$ cat src/rtl/emergency_preempt.sv
// Siren-detector conditioner: synchronizes and debounces siren_raw, then issues one
// single-cycle emergency pulse per detected vehicle. A holdoff window follows each pulse.
module emergency_preempt #(
    parameter int DEBOUNCE_CYCLES = 4,
    parameter int HOLDOFF_CYCLES  = 8,
    parameter int EVT_W           = 8
) (
    input  logic             clk,
    input  logic             rst,
    input  logic             siren_raw,
    output logic             emergency,
    output logic             active,
    output logic             holdoff,
    output logic [EVT_W-1:0] evt_count
);

    // Both parameters are legal up to 255, so one counter width covers either.
    localparam int CW = $clog2(255 + 1);

    typedef enum logic [1:0] {
        ST_IDLE     = 2'd0,
        ST_PULSE    = 2'd1,
        ST_HOLDOFF  = 2'd2,
        ST_WAIT_LOW = 2'd3
    } state_t;

    state_t          state;
    state_t          state_next;
    logic            s1;
    logic            s2;
    logic            deb_level;
    logic            deb_prev;
    logic            deb_rise;
    logic [CW-1:0]   mis_cnt;
    logic [CW-1:0]   hold_cnt;

    assign deb_rise = deb_level & ~deb_prev;
    assign active   = deb_level;

    // Synchronizer and debouncer; deb_level only flips after a full run of disagreeing samples.
    always_ff @(posedge clk) begin
        if (rst) begin
            s1        <= 1'b0;
            s2        <= 1'b0;
            deb_level <= 1'b0;
            deb_prev  <= 1'b0;
            mis_cnt   <= '0;
        end else begin
            s1       <= siren_raw;
            s2       <= s1;
            deb_prev <= deb_level;
            if (s2 != deb_level) begin
                if (mis_cnt == CW'(DEBOUNCE_CYCLES - 1)) begin
                    deb_level <= ~deb_level;
                    mis_cnt   <= '0;
                end else begin
                    mis_cnt <= mis_cnt + CW'(1);
                end
            end else begin
                mis_cnt <= '0;
            end
        end
    end

    always_comb begin
        state_next = state;
        case (state)
            ST_IDLE:     if (deb_rise) state_next = ST_PULSE;
            ST_PULSE:    state_next = ST_HOLDOFF;
            ST_HOLDOFF: begin
                if (hold_cnt == '0) state_next = deb_level ? ST_WAIT_LOW : ST_IDLE;
            end
            ST_WAIT_LOW: if (!deb_level) state_next = ST_IDLE;
            default:     state_next = ST_IDLE;
        endcase
    end

    // Outputs are registered from the next-state decode so they line up with state.
    always_ff @(posedge clk) begin
        if (rst) begin
            state     <= ST_IDLE;
            hold_cnt  <= '0;
            evt_count <= '0;
            emergency <= 1'b0;
            holdoff   <= 1'b0;
        end else begin
            state     <= state_next;
            emergency <= (state_next == ST_PULSE);
            holdoff   <= (state_next == ST_HOLDOFF);
            if (state == ST_PULSE) begin
                hold_cnt <= CW'(HOLDOFF_CYCLES - 1);
                if (evt_count != {EVT_W{1'b1}}) evt_count <= evt_count + EVT_W'(1);
            end else if (state == ST_HOLDOFF && hold_cnt != '0) begin
                hold_cnt <= hold_cnt - CW'(1);
            end
        end
    end

endmodule
$ cat config.mk
export PLATFORM = sky130hd
export DESIGN_NAME = emergency_preempt
export DESIGN_NICKNAME = d
export VERILOG_FILES = /design/src/rtl/emergency_preempt.sv
export SDC_FILE = /design/constraint.sdc
export NUM_CORES = 1
export LEC_CHECK = 0
export BUFFER_PORTS_ARGS = -buffer_cell sky130_fd_sc_hd__clkbuf_2
export CAP_MARGIN = 20
export CORE_MARGIN = 2
export CORE_UTILIZATION = 28
export CTS_CLUSTER_DIAMETER = 60
export CTS_CLUSTER_SIZE = 24
export DETAILED_ROUTE_END_ITERATION = 12
export PLACE_DENSITY_LB_ADDON = 0.12
export RECOVER_POWER = 50
export SYNTH_ARGS = -nofsm -noshare
export SYNTH_HDL_FRONTEND = slang
export SYNTH_SLANG_ARGS = --single-unit
$ cat constraint.sdc
create_clock -name clk -period 3.2 [get_ports clk]
set_clock_uncertainty 0.05 [all_clocks]
set_input_delay 0.32 -clock clk [delete_from_list [all_inputs] [get_ports clk]]
set_output_delay 0.32 -clock clk [all_outputs]
set_load 0.01 [all_outputs]
# == After elaboration in Yosys (flattened, before gate mapping) ==
# Index checks and enable logic that the tools add are counted.
# op_classes
n_addsub,3
n_eq_ne,8
muxes,7
bitwise_logic,4
n_reduce_logical,9
# ops
operator,n
"adder 8 x 1 -> 8 bit, second input constant",2
"== test 8 x 2 -> 1 bit, second input constant",1
zero test 8 bit,1
2-to-1 mux 2 bit,4
"!= test 8 bit, second input constant",1
case mux 2 bit (4 select lines),1
nonzero test 8 bit,1
"subtractor 8 x 1 -> 8 bit, second input constant",1
"== test 2 bit, second input constant",3
2-to-1 mux 3 bit,2
"== test 2 x 1 -> 1 bit, second input constant",2
AND reduction 2 bit,2
inverter 1 bit,3
OR reduction 3 bit,1
zero test 2 bit,1
nonzero test 2 bit,1
OR reduction 2 bit,1
bitwise AND 1 bit,1
logical AND 1 bit,1
!= test 1 bit,1
# word_totals
ff_bits,32
input_bits,3
out_inout_bits,11
word_cells,42

# == Depth between registers and ports, before layout ==
# Gate-level depths: netlist (run 1).
# logic_depth
word_depth,5
ltp_mapped,6
mapped_depth_nobuf,6

# == Worst setup path after synthesis (run 1) ==
# Ideal clock, no wire load.
# synth_path
path_type,reg-to-reg
startpoint,register hold_cnt[0]
endpoint,register hold_cnt[7]
setup_time_ns,0.070
arrival_time_ns,1.739
required_time_ns,3.080
slack_ns,1.341
stages_incl_launch_ff,7
n_path_buf,0
period_less_slack_ns,1.859
path_cell_list,dfxtp_1 -> inv_1 -> ha_1 -> nor3b_1 -> a2111o_1 -> or4_1 -> a21oi_1
# synth_via
elab_chain_cells,2
word_cells_on_any_way,3
classes_between,1 x add/sub; 2 x reduce/logical
# synth_lines
item,line,rtl
"start, declared",35,logic [CW-1:0] hold_cnt;
"start signal, assigned",91,hold_cnt <= CW'(HOLDOFF_CYCLES - 1);
"start signal, assigned",94,hold_cnt <= hold_cnt - CW'(1);
branches (longest 2 deep; another with subtractor 8 x 1 -> 8 bit),n/a,
# Parallel ways; which one is timed is not known.
# A chain may end at the register's enable or synchronous reset.

# == Final worst setup path (run 1) ==
# Ends and elaborated chain as after synthesis.

==> Flow_metrics.wiki, run 1 <==
{| class="wikitable"
! Metric !! Value
|-
| Required time of the critical path || 3.37 ns
|-
| Total buffers and inverters traversed by the critical path || 1
|-
| Largest net degree at the start of global routing || 20
|-
| Final ANT Viol Nets || 0
|-
| Endpoint kind of the worst setup timing path || flop
|-
| # clock sinks || 32
|-
| Maximum clock insertion buffer count || 2
|-
| Die Ht || 74.8 µm
|-
| Headroom to the max-slew limit || 41.2%
|-
| Post-synthesis average cell area || 9.00 µm²
|-
| Startpoint of the most critical register-to-register path || hold_cnt[0]$_SDFFE_PP0P_
|-
| P&R area growth vs syn || 14.4%
|-
| Antenna violations before repair || 0
|-
| Worst reg2reg setup slack || 1.17 ns
|-
| Library cell occupying the most area in the post-synthesis netlist || sky130_fd_sc_hd__dfxtp_1
|-
| Portion of synthesized cell area occupied by the leading cell type || 45.6%
|-
| Endpoint of the lowest-slack register-to-register path || hold_cnt[7]$_SDFFE_PP0P_
|-
| Final total negative setup slack || 0 ns
|-
| Number of enable-type register cells in the synthesized netlist || 0
|-
| Wirelength, routed || 2710 µm
|-
| Crit-path leading delay family || compound AO/OA/AOI/OAI gates
|-
| Worst setup path category || reg2reg
|-
| Std cell rows || 25
|-
| Category of the worst setup path launch point || flop
|-
| Cell types with the largest area share after synthesis || sky130_fd_sc_hd__dfxtp_1, sky130_fd_sc_hd__nor2_1, sky130_fd_sc_hd__xnor2_1
|-
| Fillers || 501
|-
| Hpwl dp || 1930 µm
|-
| Slowest cell delay on critical path || 0.49 ns
|-
| Slew of the pin with the lowest slew margin || 0.882 ns
|-
| Number of nets at the end of the flow || 178
|-
| Clock root cell || sky130_fd_sc_hd__clkbuf_8
|-
| Result of the run || finished, final reports clean
|-
| Via count of the first global-routing pass || 1049
|-
| CTS Hold Bufs || 0
|-
| Max-cap check violation count || 0
|-
| Post-CTS Setup Repair Bufs || 0
|-
| Count of vias placed by the detailed router || 1135
|-
| Grt ovf || 0
|-
| Total of flip-flops plus latches after synthesis || 32
|-
| 1st-pass router iterations || 4
|-
| Portion of the post-synthesis area used by sequential elements || 45.6%
|-
| Leading register cell type out of synthesis || sky130_fd_sc_hd__dfxtp_1
|-
| Hold path endpoint || s1$_SDFF_PP0_
|-
| Proportion of layout cells with a drive suffix above 1 || 8.72%
|-
| Resized Gates After CTS || 0
|-
| Critical-path top delay cell || sky130_fd_sc_hd__a2111o_1
|-
| Count of final max-slew check failures || 0
|-
| Setup repair after global routing missed its margin || no
|-
| Unique masters post-synth || 39
|-
| Global-route wire length before repair || 4680 µm
|-
| Die Footprint || 5600 µm²
|-
| Count of final hold-check violations || 0
|-
| Mapped Cells || 156
|-
| IO buf count || 13
|-
| Count of cells along the worst register-to-register path || 6
|-
| Leakage || 0.599 nW
|-
| Arrival time of the worst setup path || 2.20 ns
|-
| CTS H-tree lvls || 2
|-
| Starting DRC count in detailed routing || 67
|-
| Core Box Area || 4790 µm²
|-
| CP Max Fanout || 5
|-
| Number of warnings reported in the yosys synthesis log || 0
|-
| Share of the cycle needed by the critical path after routing || 63.5%
|-
| Source-to-sink clock delay at the later pin of the worst-skew pair || 0.28 ns
|-
| Gr usage total || 11.2%
|-
| Setup violations, final || 0
|-
| CTS tree || yes
|-
| Starting Density || 29.3%
|-
| Beginning of the worst hold path || siren_raw
|-
| Class of the most critical hold timing path || in2reg
|-
| Cell area after synthesis || 1400 µm²
|-
| Num CTS Buffers || 5
|-
| Clock transition at the registers of the reported paths || 0.07 ns
|-
| Pwr per Cell Area || 453 nW/µm²
|-
| Post-Syn Nets || 163
|-
| Via density per instance || 4.75
|-
| Worst IR drop on VDD || 0.219 mV
|-
| Count of antenna diodes in the layout || 0
|-
| Number of instances on the worst hold path || 2
|-
| Share of the core filled with cells in the final layout || 33.6%
|-
| Routed wire per std cell || 11.3 µm
|-
| GPL Wtd Cong || 0.804
|-
| Ys async rst share || 0%
|-
| Final worst path period need || 2.03 ns
|-
| Ports || 14
|-
| DRC violations left || 0
|-
| Die Span X || 74.8 µm
|-
| Achievable clock frequency || 0.492 GHz
|-
| List of cells traversed by the critical path || inv_1 -> ha_1 -> nor3b_1 -> a2111o_1 -> or4_1 -> a21oi_1
|}
==> worst max-delay path by stage <==
stage	from	endpoint	slack, ns	depth (start not counted)
after floorplan	hold_cnt[0]$_SDFFE_PP0P_	hold_cnt[7]$_SDFFE_PP0P_	1.34	6
after global placement	hold_cnt[0]$_SDFFE_PP0P_	hold_cnt[7]$_SDFFE_PP0P_	1.28	6
after detailed placement	hold_cnt[0]$_SDFFE_PP0P_	hold_cnt[7]$_SDFFE_PP0P_	1.22	6
after global routing	hold_cnt[0]$_SDFFE_PP0P_	hold_cnt[7]$_SDFFE_PP0P_	1.07	6
final	hold_cnt[0]$_SDFFE_PP0P_	hold_cnt[7]$_SDFFE_PP0P_	1.17	6
after CTS	hold_cnt[0]$_SDFFE_PP0P_	hold_cnt[7]$_SDFFE_PP0P_	1.20	6
==> routing by layer <==
metal / routed length (µm) / vias up / share of wire, % / global-route usage (%)
met5: 0 / - / 0 / 0
met4: 59 / 0 / 2.2 / 6.75
met3: 137 / 7 / 5.1 / 3.35
met2: 1140 / 31 / 42 / 16.0
met1: 1380 / 521 / 51 / 14.7
li1: - / 576 / - / -
==> layout by cell type (no fill, tap or decap), drive strengths merged, types with 3 or more instances in the layout <==
cell    synthesis  final
a211oi          4      4
a21oi          10     10
and3            5      5
clkbuf          3     19
dfxtp          32     32
ha              4      4
inv             6      6
mux2i           3      3
nand2           9      9
nand2b          3      3
nand3           4      4
nand4           3      3
nor2           22     22
nor3            4      4
o21a            3      3
or2             5      5
xnor2           6      6
xor2            6      6
==> power breakdown <==
group          switching (W)  leakage [nW]  internal [W]
combinational     0.00000642         0.290    0.00000337
clock               0.000146        0.0510      0.000171
sequential       0.000000766         0.258      0.000400
total               0.000153         0.599      0.000574
==> through the flow <==
stage	hold slack [ns]	cells	setup slack [ns]	area [µm²]	total power (W)
global placement	0.379	231	1.28	1530	0.000420
floorplan	0.364	156	1.34	1400	0.000417
CTS	0.193	239	1.20	1620	0.000740
detailed placement	0.389	231	1.22	1530	0.000420
global route	0.210	239	1.07	1610	0.000760
finish	0.197	239	1.17	1610	0.000727
==> synth_stat cells, drive strengths merged (2+ instances only) <==
cell / count
clkbuf: 3
inv: 6
nand2: 9
or4: 2
dfxtp: 32
or3: 2
nor2: 22
nand3: 4
xnor2: 6
o21a: 3
nor3: 4
xor2: 6
o21ai: 2
o211ai: 2
ha: 4
nand2b: 3
and3: 5
mux2i: 3
nor2b: 2
a21oi: 10
or2: 5
buf: 2
a211oi: 4
nand4: 3
==> cell families (layout without fill, tap and decap cells) <==
group / after synthesis / in the layout / synth area share [%]
simple gates: 67 / 67 / 25.1
flops: 32 / 32 / 45.6
compound gates: 27 / 27 / 12.7
xor+xnor: 12 / 12 / 7.49
buf+inv: 11 / 27 / 3.30
fa+ha+maj: 4 / 4 / 3.57
mux: 3 / 3 / 2.14
==> final cells by class <==
cell class                      count  area, µm²  area share [%]
Clock buffer                        6       82.6            5.14
Clock inverter                      2       10.0           0.623
Inverter                            6       22.5            1.40
Multi-Input combinational cell    113        717            44.6
Sequential cell                    32        641            39.9
Tap cell                           67       83.8            5.22
Timing Repair Buffer               13       50.0            3.12
==> flip-flops by register name, indices dropped and copies added (netlist names) <==
register / count
state: 2
s2: 1
deb_prev: 1
mis_cnt: 8
emergency: 1
hold_cnt: 8
holdoff: 1
active: 1
evt_count: 8
s1: 1
(Power assumes the default switching activity.)
==> inputs of run 2 (changes only) <==
==> constraint.sdc (replaced) <==
create_clock -name clk -period 1.89 [get_ports clk]
set_clock_uncertainty 0.05 [all_clocks]
set_input_delay 0.189 -clock clk [delete_from_list [all_inputs] [get_ports clk]]
set_output_delay 0.189 -clock clk [all_outputs]
set_load 0.01 [all_outputs]
==> run 2 against run 1 <==
  * First-iteration DRC count is 21% lower
  * Register-to-register slack worse by 1.1 ns
  * Total power grew 82%
  * Die area did not move
  * Final cell count grew 2.5%
  * Sequential share of layout area decreased by 1.6 points
  * Design area grew 4.4%
  * Sequential power grew 69%
  * Combinational power rose by 66%
  * Global-route usage increased by 0.12 points
  * Non-clock buffer count rose by 6
  * Routed wire length shrank 3.0%
==> Flow_metrics.wiki, run 2 (synthesis results as in run 1) <==
{| class="wikitable"
! Metric !! Value
|-
| Result of the run || finished, final reports clean
|-
| Worst setup path category || reg2reg
|-
| Routed wire per std cell || 10.7 µm
|-
| CTS Hold Bufs || 0
|-
| Final worst path period need || 1.79 ns
|-
| Setup repair after global routing missed its margin || no
|-
| Sequential cell fraction of total power || 51.4%
|-
| Count of final max-slew check failures || 0
|-
| Top library cells by usage in the layout, fill and taps aside || sky130_fd_sc_hd__dfxtp_1, sky130_fd_sc_hd__nor2_1, sky130_fd_sc_hd__clkbuf_1
|-
| Most common cell after layout, fill and taps aside || sky130_fd_sc_hd__dfxtp_1
|-
| Class of the most critical hold timing path || in2reg
|-
| Endpoint kind of the worst setup timing path || flop
|-
| Die Span X || 74.8 µm
|-
| P&R area growth vs syn || 19.4%
|-
| Number of instances on the worst hold path || 2
|-
| Ports || 14
|-
| Setup violations, final || 0
|-
| Endpoint of the lowest-slack register-to-register path || hold_cnt[7]$_SDFFE_PP0P_
|-
| Switch share || 18.7%
|-
| Starting DRC count in detailed routing || 53
|-
| Clock transition at the registers of the reported paths || 0.06 ns
|-
| Post-CTS Setup Repair Bufs || 0
|-
| Source-to-sink clock delay at the later pin of the worst-skew pair || 0.27 ns
|-
| Worst reg2reg setup slack || 0.1 ns
|-
| Arrival time of the worst setup path || 1.95 ns
|-
| Antenna violations before repair || 0
|-
| GPL Wtd Cong || 0.774
|-
| Beginning of the worst hold path || siren_raw
|-
| Global-route wire length before repair || 4840 µm
|-
| Startpoint of the most critical register-to-register path || hold_cnt[1]$_SDFFE_PP0P_
|-
| Fillers || 488
|-
| Internal Pwr Total || 0.00107 W
|-
| Slew of the pin with the lowest slew margin || 0.818 ns
|-
| Via count of the first global-routing pass || 1114
|-
| Required time of the critical path || 2.05 ns
|-
| Num CTS Buffers || 5
|-
| Part of the total power dissipated in the clock network || 47.4%
|-
| Headroom to the max-slew limit || 45.4%
|-
| Final total negative setup slack || 0 ns
|-
| Part of the total power dissipated in combinational logic || 1.2%
|-
| Maximum clock insertion buffer count || 2
|-
| Starting Density || 29.3%
|-
| Die Ht || 74.8 µm
|-
| Clock root cell || sky130_fd_sc_hd__clkbuf_8
|-
| Die Footprint || 5600 µm²
|-
| Count of final hold-check violations || 0
|-
| CP Max Fanout || 3
|-
| IO buf count || 13
|-
| Number of nets at the end of the flow || 184
|-
| Hpwl dp || 1890 µm
|-
| Sw Pwr || 0.000247 W
|-
| Wirelength, routed || 2630 µm
|-
| 1st-pass router iterations || 4
|-
| Gr usage total || 11.3%
|-
| Achievable clock frequency || 0.558 GHz
|-
| Via density per instance || 4.56
|-
| Share of the core filled with cells in the final layout || 35.0%
|-
| Count of vias placed by the detailed router || 1118
|-
| Pwr per Cell Area || 788 nW/µm²
|-
| Final ANT Viol Nets || 0
|-
| Std cell rows || 25
|-
| Leakage || 0.631 nW
|-
| DRC violations left || 0
|-
| Proportion of layout cells with a drive suffix above 1 || 12.9%
|-
| Registers with the most flip-flops || evt_count (8), hold_cnt (8), mis_cnt (8)
|-
| Max-cap check violation count || 0
|-
| Largest net degree at the start of global routing || 20
|-
| CTS H-tree lvls || 2
|-
| Count of cells along the worst register-to-register path || 6
|-
| Resized Gates After CTS || 0
|-
| Hold path endpoint || s1$_SDFF_PP0_
|-
| Count of antenna diodes in the layout || 0
|-
| Share of the cycle needed by the critical path after routing || 94.8%
|-
| CTS tree || yes
|-
| Grt ovf || 0
|-
| Worst IR drop on VDD || 0.227 mV
|-
| Core Box Area || 4790 µm²
|-
| # clock sinks || 32
|-
| Category of the worst setup path launch point || flop
|}
[run 2: worst max path at each step]
stage / slack [ns] / endpoint / start / depth (start not counted)
2_1_floorplan: 0.03 / hold_cnt[7]$_SDFFE_PP0P_ / hold_cnt[0]$_SDFFE_PP0P_ / 6
3_3_place_gp: 0.11 / hold_cnt[7]$_SDFFE_PP0P_ / hold_cnt[0]$_SDFFE_PP0P_ / 6
4_1_cts: 0.02 / hold_cnt[7]$_SDFFE_PP0P_ / hold_cnt[0]$_SDFFE_PP0P_ / 6
6_report: 0.1 / hold_cnt[7]$_SDFFE_PP0P_ / hold_cnt[1]$_SDFFE_PP0P_ / 6
3_5_place_dp: 0.05 / hold_cnt[7]$_SDFFE_PP0P_ / hold_cnt[1]$_SDFFE_PP0P_ / 6
5_1_grt: 0.01 / hold_cnt[7]$_SDFFE_PP0P_ / hold_cnt[1]$_SDFFE_PP0P_ / 6
[run 2: metrics by stage]
step,hold slack (ns),setup WS [ns],instance area [µm²],cells,power [W]
5_1_grt,0.0976,0.00979,1680,245,0.00139
6_report,0.0774,0.0981,1680,245,0.00132
3_5_place_dp,0.357,0.0504,1570,237,0.000710
2_1_floorplan,0.267,0.0314,1400,156,0.000705
4_1_cts,0.0698,0.0199,1680,245,0.00135
3_3_place_gp,0.356,0.106,1570,237,0.000711
[run 2: power by group through the flow]
stage	Sequential [W]	Combinational (W)	Clock, W
2_1_floorplan	0.000693	0.0000124	0
3_3_place_gp	0.000693	0.0000172	0
3_5_place_dp	0.000694	0.0000169	0
4_1_cts	0.000678	0.0000170	0.000658
5_1_grt	0.000678	0.0000190	0.000693
6_report	0.000678	0.0000163	0.000626
[run 2: worst max-delay path, stage by stage (launching register included)]
cell and delay [ns]:
sky130_fd_sc_hd__dfxtp_1 0.32, sky130_fd_sc_hd__inv_1 0.07, sky130_fd_sc_hd__ha_1 0.20, sky130_fd_sc_hd__nor3b_1 0.16
sky130_fd_sc_hd__a2111o_1 0.39, sky130_fd_sc_hd__or4_4 0.43, sky130_fd_sc_hd__a21oi_2 0.12
[run 2: area by class of cell]
cell class	instances	area, µm²	share of cell area [%]
multi-input combinational	113	729	43.5
sequential	32	642	38.3
timing repair buffer	19	91.3	5.45
tap	67	83.8	5.00
clock buffer	6	72.6	4.33
clock inverter	2	35.0	2.09
inverter	6	22.5	1.34
[run 2: layer usage]
metal,GRT usage [%],share of wire [%],up-vias
met4,5.16,1.1,0
met1,14.8,53,507
met3,4.02,4.5,4
met2,16.7,41,24
met5,0,0,-
li1,-,-,583
